$ cat src/rtl/decrypter_pkg.sv
// Shared widths, S-box table, FSM encoding and key-schedule helpers for the decrypter.
package decrypter_pkg;

    localparam int unsigned BLOCK_W = 64;
    localparam int unsigned HALF_W  = 32;
    localparam int unsigned KEY_W   = 64;
    localparam int unsigned NIB_W   = 4;
    localparam int unsigned CNT_W   = 4;

    localparam logic [NIB_W-1:0] SBOX [16] = '{
        4'hC, 4'h5, 4'h6, 4'hB, 4'h9, 4'h0, 4'hA, 4'hD,
        4'h3, 4'hE, 4'hF, 4'h8, 4'h4, 4'h7, 4'h1, 4'h2
    };

    typedef enum logic [0:0] {
        ST_IDLE = 1'b0,
        ST_RUN  = 1'b1
    } state_t;

    function automatic logic [HALF_W-1:0] rotl32(input logic [HALF_W-1:0] x,
                                                  input logic [4:0]        sh);
        return HALF_W'(({x, x} << sh) >> HALF_W);
    endfunction

    // Upper half of the key rotated left by 8*i bits (i in 0..15 wraps mod 64).
    function automatic logic [HALF_W-1:0] subkey(input logic [KEY_W-1:0] key,
                                                  input logic [CNT_W-1:0] i);
        logic [5:0] sh;
        sh = 6'({i, 3'b000});
        return HALF_W'(({key, key} << sh) >> (2 * KEY_W - HALF_W));
    endfunction

endpackage

$ cat src/rtl/decrypter_round_f.sv
// Combinational Feistel round function F(x,k) = rotl32(S(x^k), 3) + x.
module decrypter_round_f
    import decrypter_pkg::*;
(
    input  logic [HALF_W-1:0] i_x,
    input  logic [HALF_W-1:0] i_k,
    output logic [HALF_W-1:0] o_f_c
);

    logic [HALF_W-1:0] w_mix;
    logic [HALF_W-1:0] w_sub;

    assign w_mix = i_x ^ i_k;

    // Nibble-wise substitution layer.
    always_comb begin
        w_sub = '0;
        for (int n = 0; n < int'(HALF_W / NIB_W); n++) begin
            w_sub[n*NIB_W +: NIB_W] = SBOX[w_mix[n*NIB_W +: NIB_W]];
        end
    end

    assign o_f_c = rotl32(w_sub, 5'd3) + i_x;

endmodule

$ cat src/rtl/decrypter.sv
// Iterative Feistel block decrypter, one round per clock.
// Define DECRYPTER_WHITEN_EN to XOR the latched key onto the final plaintext.
module decrypter
    import decrypter_pkg::*;
#(
    parameter int unsigned ROUNDS = 8
) (
    input  logic               clk,
    input  logic               rst,
    input  logic               set,
    input  logic [BLOCK_W-1:0] data_in,
    input  logic [KEY_W-1:0]   round_key,
    output logic [BLOCK_W-1:0] data_out,
    output logic               status
);

    state_t             r_state,    w_state_nxt;
    logic [HALF_W-1:0]  r_l,        w_l_nxt;
    logic [HALF_W-1:0]  r_r,        w_r_nxt;
    logic [KEY_W-1:0]   r_key,      w_key_nxt;
    logic [CNT_W-1:0]   r_cnt,      w_cnt_nxt;
    logic [BLOCK_W-1:0] r_data_out, w_out_nxt;
    logic               r_status,   w_status_nxt;

    logic [HALF_W-1:0]  w_f;
    logic [HALF_W-1:0]  w_new_l;
    logic [BLOCK_W-1:0] w_result;

    decrypter_round_f u_round_f (
        .i_x   (r_l),
        .i_k   (subkey(r_key, r_cnt)),
        .o_f_c (w_f)
    );

    assign w_new_l = r_r ^ w_f;

`ifdef DECRYPTER_WHITEN_EN
    assign w_result = {w_new_l, r_l} ^ r_key;
`else
    assign w_result = {w_new_l, r_l};
`endif

    // A set edge always wins over an in-flight round and restarts the block.
    always_comb begin
        w_state_nxt  = r_state;
        w_l_nxt      = r_l;
        w_r_nxt      = r_r;
        w_key_nxt    = r_key;
        w_cnt_nxt    = r_cnt;
        w_out_nxt    = r_data_out;
        w_status_nxt = r_status;
        if (set) begin
            w_state_nxt  = ST_RUN;
            w_l_nxt      = data_in[BLOCK_W-1:HALF_W];
            w_r_nxt      = data_in[HALF_W-1:0];
            w_key_nxt    = round_key;
            w_cnt_nxt    = CNT_W'(ROUNDS - 1);
            w_status_nxt = 1'b0;
        end else if (r_state == ST_RUN) begin
            w_l_nxt   = w_new_l;
            w_r_nxt   = r_l;
            w_cnt_nxt = r_cnt - CNT_W'(1);
            if (r_cnt == '0) begin
                w_state_nxt  = ST_IDLE;
                w_out_nxt    = w_result;
                w_status_nxt = 1'b1;
            end
        end
    end

    always_ff @(posedge clk) begin
        if (rst) begin
            r_state    <= ST_IDLE;
            r_l        <= '0;
            r_r        <= '0;
            r_key      <= '0;
            r_cnt      <= '0;
            r_data_out <= '0;
            r_status   <= 1'b0;
        end else begin
            r_state    <= w_state_nxt;
            r_l        <= w_l_nxt;
            r_r        <= w_r_nxt;
            r_key      <= w_key_nxt;
            r_cnt      <= w_cnt_nxt;
            r_data_out <= w_out_nxt;
            r_status   <= w_status_nxt;
        end
    end

    assign data_out = r_data_out;
    assign status   = r_status;

endmodule

$ cat config.mk
export PLATFORM = sky130hd
export DESIGN_NAME = decrypter
export DESIGN_NICKNAME = d
export VERILOG_FILES = /design/src/rtl/decrypter_pkg.sv /design/src/rtl/decrypter_round_f.sv /design/src/rtl/decrypter.sv
export SDC_FILE = /design/constraint.sdc
export NUM_CORES = 1
export LEC_CHECK = 0
export CAP_MARGIN = 20
export CORE_MARGIN = 2
export CORE_UTILIZATION = 50
export CTS_CLUSTER_SIZE = 14
export DETAILED_ROUTE_END_ITERATION = 10
export PLACE_DENSITY = 0.76
export SETUP_SLACK_MARGIN = 0.4
export SYNTH_ARGS = -nofsm -noshare
export SYNTH_HDL_FRONTEND = slang
export SYNTH_SLANG_ARGS = --single-unit
$ cat constraint.sdc
create_clock -name clk -period 5.22 [get_ports clk]
set_input_delay 0.522 -clock clk [delete_from_list [all_inputs] [get_ports clk]]
set_output_delay 0.522 -clock clk [all_outputs]
set_load 0.05 [all_outputs]
==> results.md <==
Setup path:
- The top fanout value on the critical path is 8.
- STA puts the critical path data required time at 5.59 ns.
- The type of destination of the critical path is a register.
- The classification of the worst setup path is register to register.
- Data on the critical path arrives at its endpoint at 5.10 ns.
- The worst setup path is launched from a register.

Synth:
- The post-synthesis register bit count is 198.
- The leading area contributor after synthesis is dfxtp_1.
- Yosys mapped a number of flops with a built-in enable equal to 0.
- The synthesized net count is 1683.
- The per-instance average area after synthesis is 8.26 um2.
- The synthesized design devotes to its leading area cell type 32.1% of total area.
- The number of distinct library cell variants in the gate-level netlist after synthesis is 62.
- The register area share after synthesis is 32.1%.
- The primary flip-flop cell chosen by synthesis mapping is dfxtp_1.
- After synthesis, the cell types taking the most area are dfxtp_1, mux2i_1, nor2_1.
- The combined area of all synthesized cells is 12400 um2.
- The number of warnings printed during yosys synthesis is 0.
- After synthesis, the share of flip-flops with an asynchronous set or reset is 0%.
- The number of instances in the synthesized netlist is 1497.

Placement:
- During placement, the flow inserted port buffers numbering 195.
- The post-DP HPWL is 27200 um.
- At the end of routability-driven placement, the weighted congestion stood at 0.930.
- The pre-CTS setup slack is 0.127 ns.

Clock tree:
- TritonCTS built the clock tree.
- The total of hold buffers inserted after clock tree synthesis is 0.
- The number of buffers inserted during clock tree synthesis is 17.
- The TritonCTS sink count is 198.
- The buffer levels on the longest clock path is 2.
- Clock latency on the worst-skew pair, taken at its later pin, is 0.44 ns.
- The register clock-pin slew on the reported worst setup and hold paths is 0.08 ns.
- The number of levels in the clock H-tree is 4.
- The CTS root buffer is clkbuf_16.

Pwr:
- The leakage power summed over all cells is 0.00655 uW.
- The maximum resistive drop on vdd is 0.000215 V.
- The power per cell area is 392 nW/um2.

Detailed routing:
- Wires add up to 37700 um.
- The detailed-routing iteration count for the pre-antenna-repair pass is 5.
- In this run, the number of DRC markers left after iteration 0 of detailed routing was 864.
- The routed via count divided by cell count is 5.72.
- For this run, design rule violations remaining after detail routing come to 0.
- Once detail routing completed, the nets flagged for antenna violations numbered 0.
- For this block, the via count after detailed routing is 11800.
- The average detailed-routed wire length per instance is 18.3 um.

Timing:
- The final-layout setup total negative slack is 0 ns.
- After layout, the worst setup slack is 0.487 ns.
- Timing would allow up to 0.211 GHz.
- The worst slew margin relative to its limit is 28.4%.
- Setup repair after global routing could not meet its margin everywhere.
- The count of pins over their slew limit is 0.
- On the final layout, the worst clock skew is 0.0120 ns.
- The worst path needs 4.73 ns of the cycle, external delays included.
- The worst slack on hold paths is 0.456 ns.
- Setup violations remaining at the end of the flow were counted as 0.
- The number of failing hold endpoints at the final stage came to 0.
- The ratio of final minimum period to clock period is 90.7%.
- The slew at the pin with the worst max-slew slack is 1.07 ns.

Floorplanning:
- The area enclosed by the die boundary is 26000 um2.
- In this run the core area contains 57 standard-cell rows.
- The floorplan step set the die width to 161 um.
- After floorplanning, the core was sized to cover 24300 um2.
- Measured along the y axis, the die boundary spans 161 um.
- 196 I/O pins were placed.
- For this configuration, the core starts out at a cell density of 50.8%.

Cells and area:
- For this run, the post-layout net count is 1914.
- After filler insertion, the fill cell instance count of the layout stands at 1991.
- The repair_antennas step left the layout with diodes totalling 0.
- The share of post-route cells with drive strength above 1 is 14.7%.
- In the final layout, the multi-input gates occupy 8290 um2.
- The footprint of the flip-flops and latches is 3980 um2.
- The post-synthesis to final-layout area growth is 31.4%.

GRT:
- The initial antenna violation count is 0.
- The number of global-route vias before repair came to 11000.
- Entering global routing, the biggest net connects 80 pins.
- Across every metal layer, demand over resource in global routing totals 27.9%.
- The total overflow left after global routing is 0.
- The first global-routing pass estimated 58100 um of wire.

Run:
- The max capacitance violation total is 0.

Min path:
- The worst hold path belongs to the class register to register.

Outcome:
- The run finished with clean final reports.
-- layer usage --
| metal | wire, um | track usage, % |
|---|---|---|
| met1 | 16700 | 37.8 |
| met3 | 2460 | 4.01 |
| met2 | 17600 | 46.4 |
| met5 | 0 | 0 |
| met4 | 925 | 8.04 |
-- sequential cells by signal, indices dropped and copies added, names as in the netlist --
signal / count
r_key: 64
r_l: 32
r_r: 32
data_out: 64
r_state: 1
status: 1
r_cnt: 4
-- synthesized netlist by cell type, types with 4 or more instances --
master	instances
dfxtp_1	198
a21oi_1	172
inv_1	41
a21o_1	18
o21bai_1	6
a31oi_1	10
ha_1	54
nand2b_1	11
or3_1	4
nor2b_1	4
mux2i_1	142
nor2_1	259
a211oi_1	48
a211o_1	8
nor4_1	5
xnor2_1	80
o21ai_0	66
buf_1	9
mux2_2	21
and3_1	8
clkbuf_1	63
nand3_1	12
nand2_1	129
nor3_1	9
buf_2	14
o211ai_1	12
mux4_2	19
xor2_1	26
-- stage by stage --
step	cell area (um2)	util (%)	power, uW	instances
CTS	15600	64.2	6060	2041
global placement	14900	61.4	4670	2004
global route	16200	66.7	6760	2064
floorplan	12400	-	3810	1497
detailed placement	14900	61.4	4730	2004
finish	16200	66.7	6370	2064
-- final cells by class --
type / instances / share of cell area (%)
multi-input combinational: 1166 / 51.1
sequential: 198 / 24.5
timing repair buffer: 303 / 17.6
clock buffer: 19 / 2.67
tap: 324 / 2.50
inverter: 42 / 0.971
clock inverter: 12 / 0.740
-- cells in the final DEF, fill, tap and decap left out, drive strengths merged, types with 27 or more instances in the layout --
master	instances
buf	109
xor2	27
dfxtp	198
clkdlybuf4s50	193
xnor2	80
a21oi	173
ha	54
inv	46
mux2i	143
a211oi	49
nor2	259
nand2	129
o21ai	66
-- power by group --
| group | internal (uW) | leakage, uW | switching (uW) |
|---|---|---|---|
| clock | 666 | 0.000264 | 633 |
| sequential | 1600 | 0.00163 | 149 |
| combinational | 1540 | 0.00466 | 1770 |
-- critical path, stage by stage, from the launching register on --
cell and delay, ns:
dfxtp_4 0.46, buf_6 0.16, buf_6 0.11, mux2i_2 0.22, nand2_1 0.07, o211ai_1 0.09, o21ai_1 0.09, xor2_1 0.15
buf_4 0.18, ha_1 0.20, mux4_2 0.50, inv_2 0.09, ha_4 0.20, a211oi_2 0.26, o21bai_1 0.12, a21o_1 0.25
a2111oi_4 0.44, o211a_4 0.25, nor3_1 0.06, or3b_1 0.37, a211o_1 0.28, a21oi_2 0.10
-- worst paths after layout --
path | endpoint | slack, ns | cells past startpoint | startpoint
worst max-delay path | r_l[27] | 0.49 | 21 | r_cnt[0]
worst min-delay path | data_out[13] | 0.46 | 2 | data_out[13]
worst max register to register | r_l[27] | 0.49 | 21 | r_cnt[0]
worst min register to register | data_out[13] | 0.46 | 2 | data_out[13]
-- repair_timing --
action	CTS	global route
pin swaps	2	35
setup buffers	6	22
gates cloned	0	1
resized for setup	11	88
setup endpoints to repair	17	31
-- logic make-up after synthesis --
kind of cell / Yosys count / share of synthesized area, %
compound gates: 368 / 18.1
xor+xnor: 107 / 7.74
fa+ha+maj: 55 / 5.63
buf+inv: 133 / 4.42
flops: 198 / 32.1
mux: 183 / 17.1
simple gates: 453 / 15.0
(Power assumes the default switching activity.)
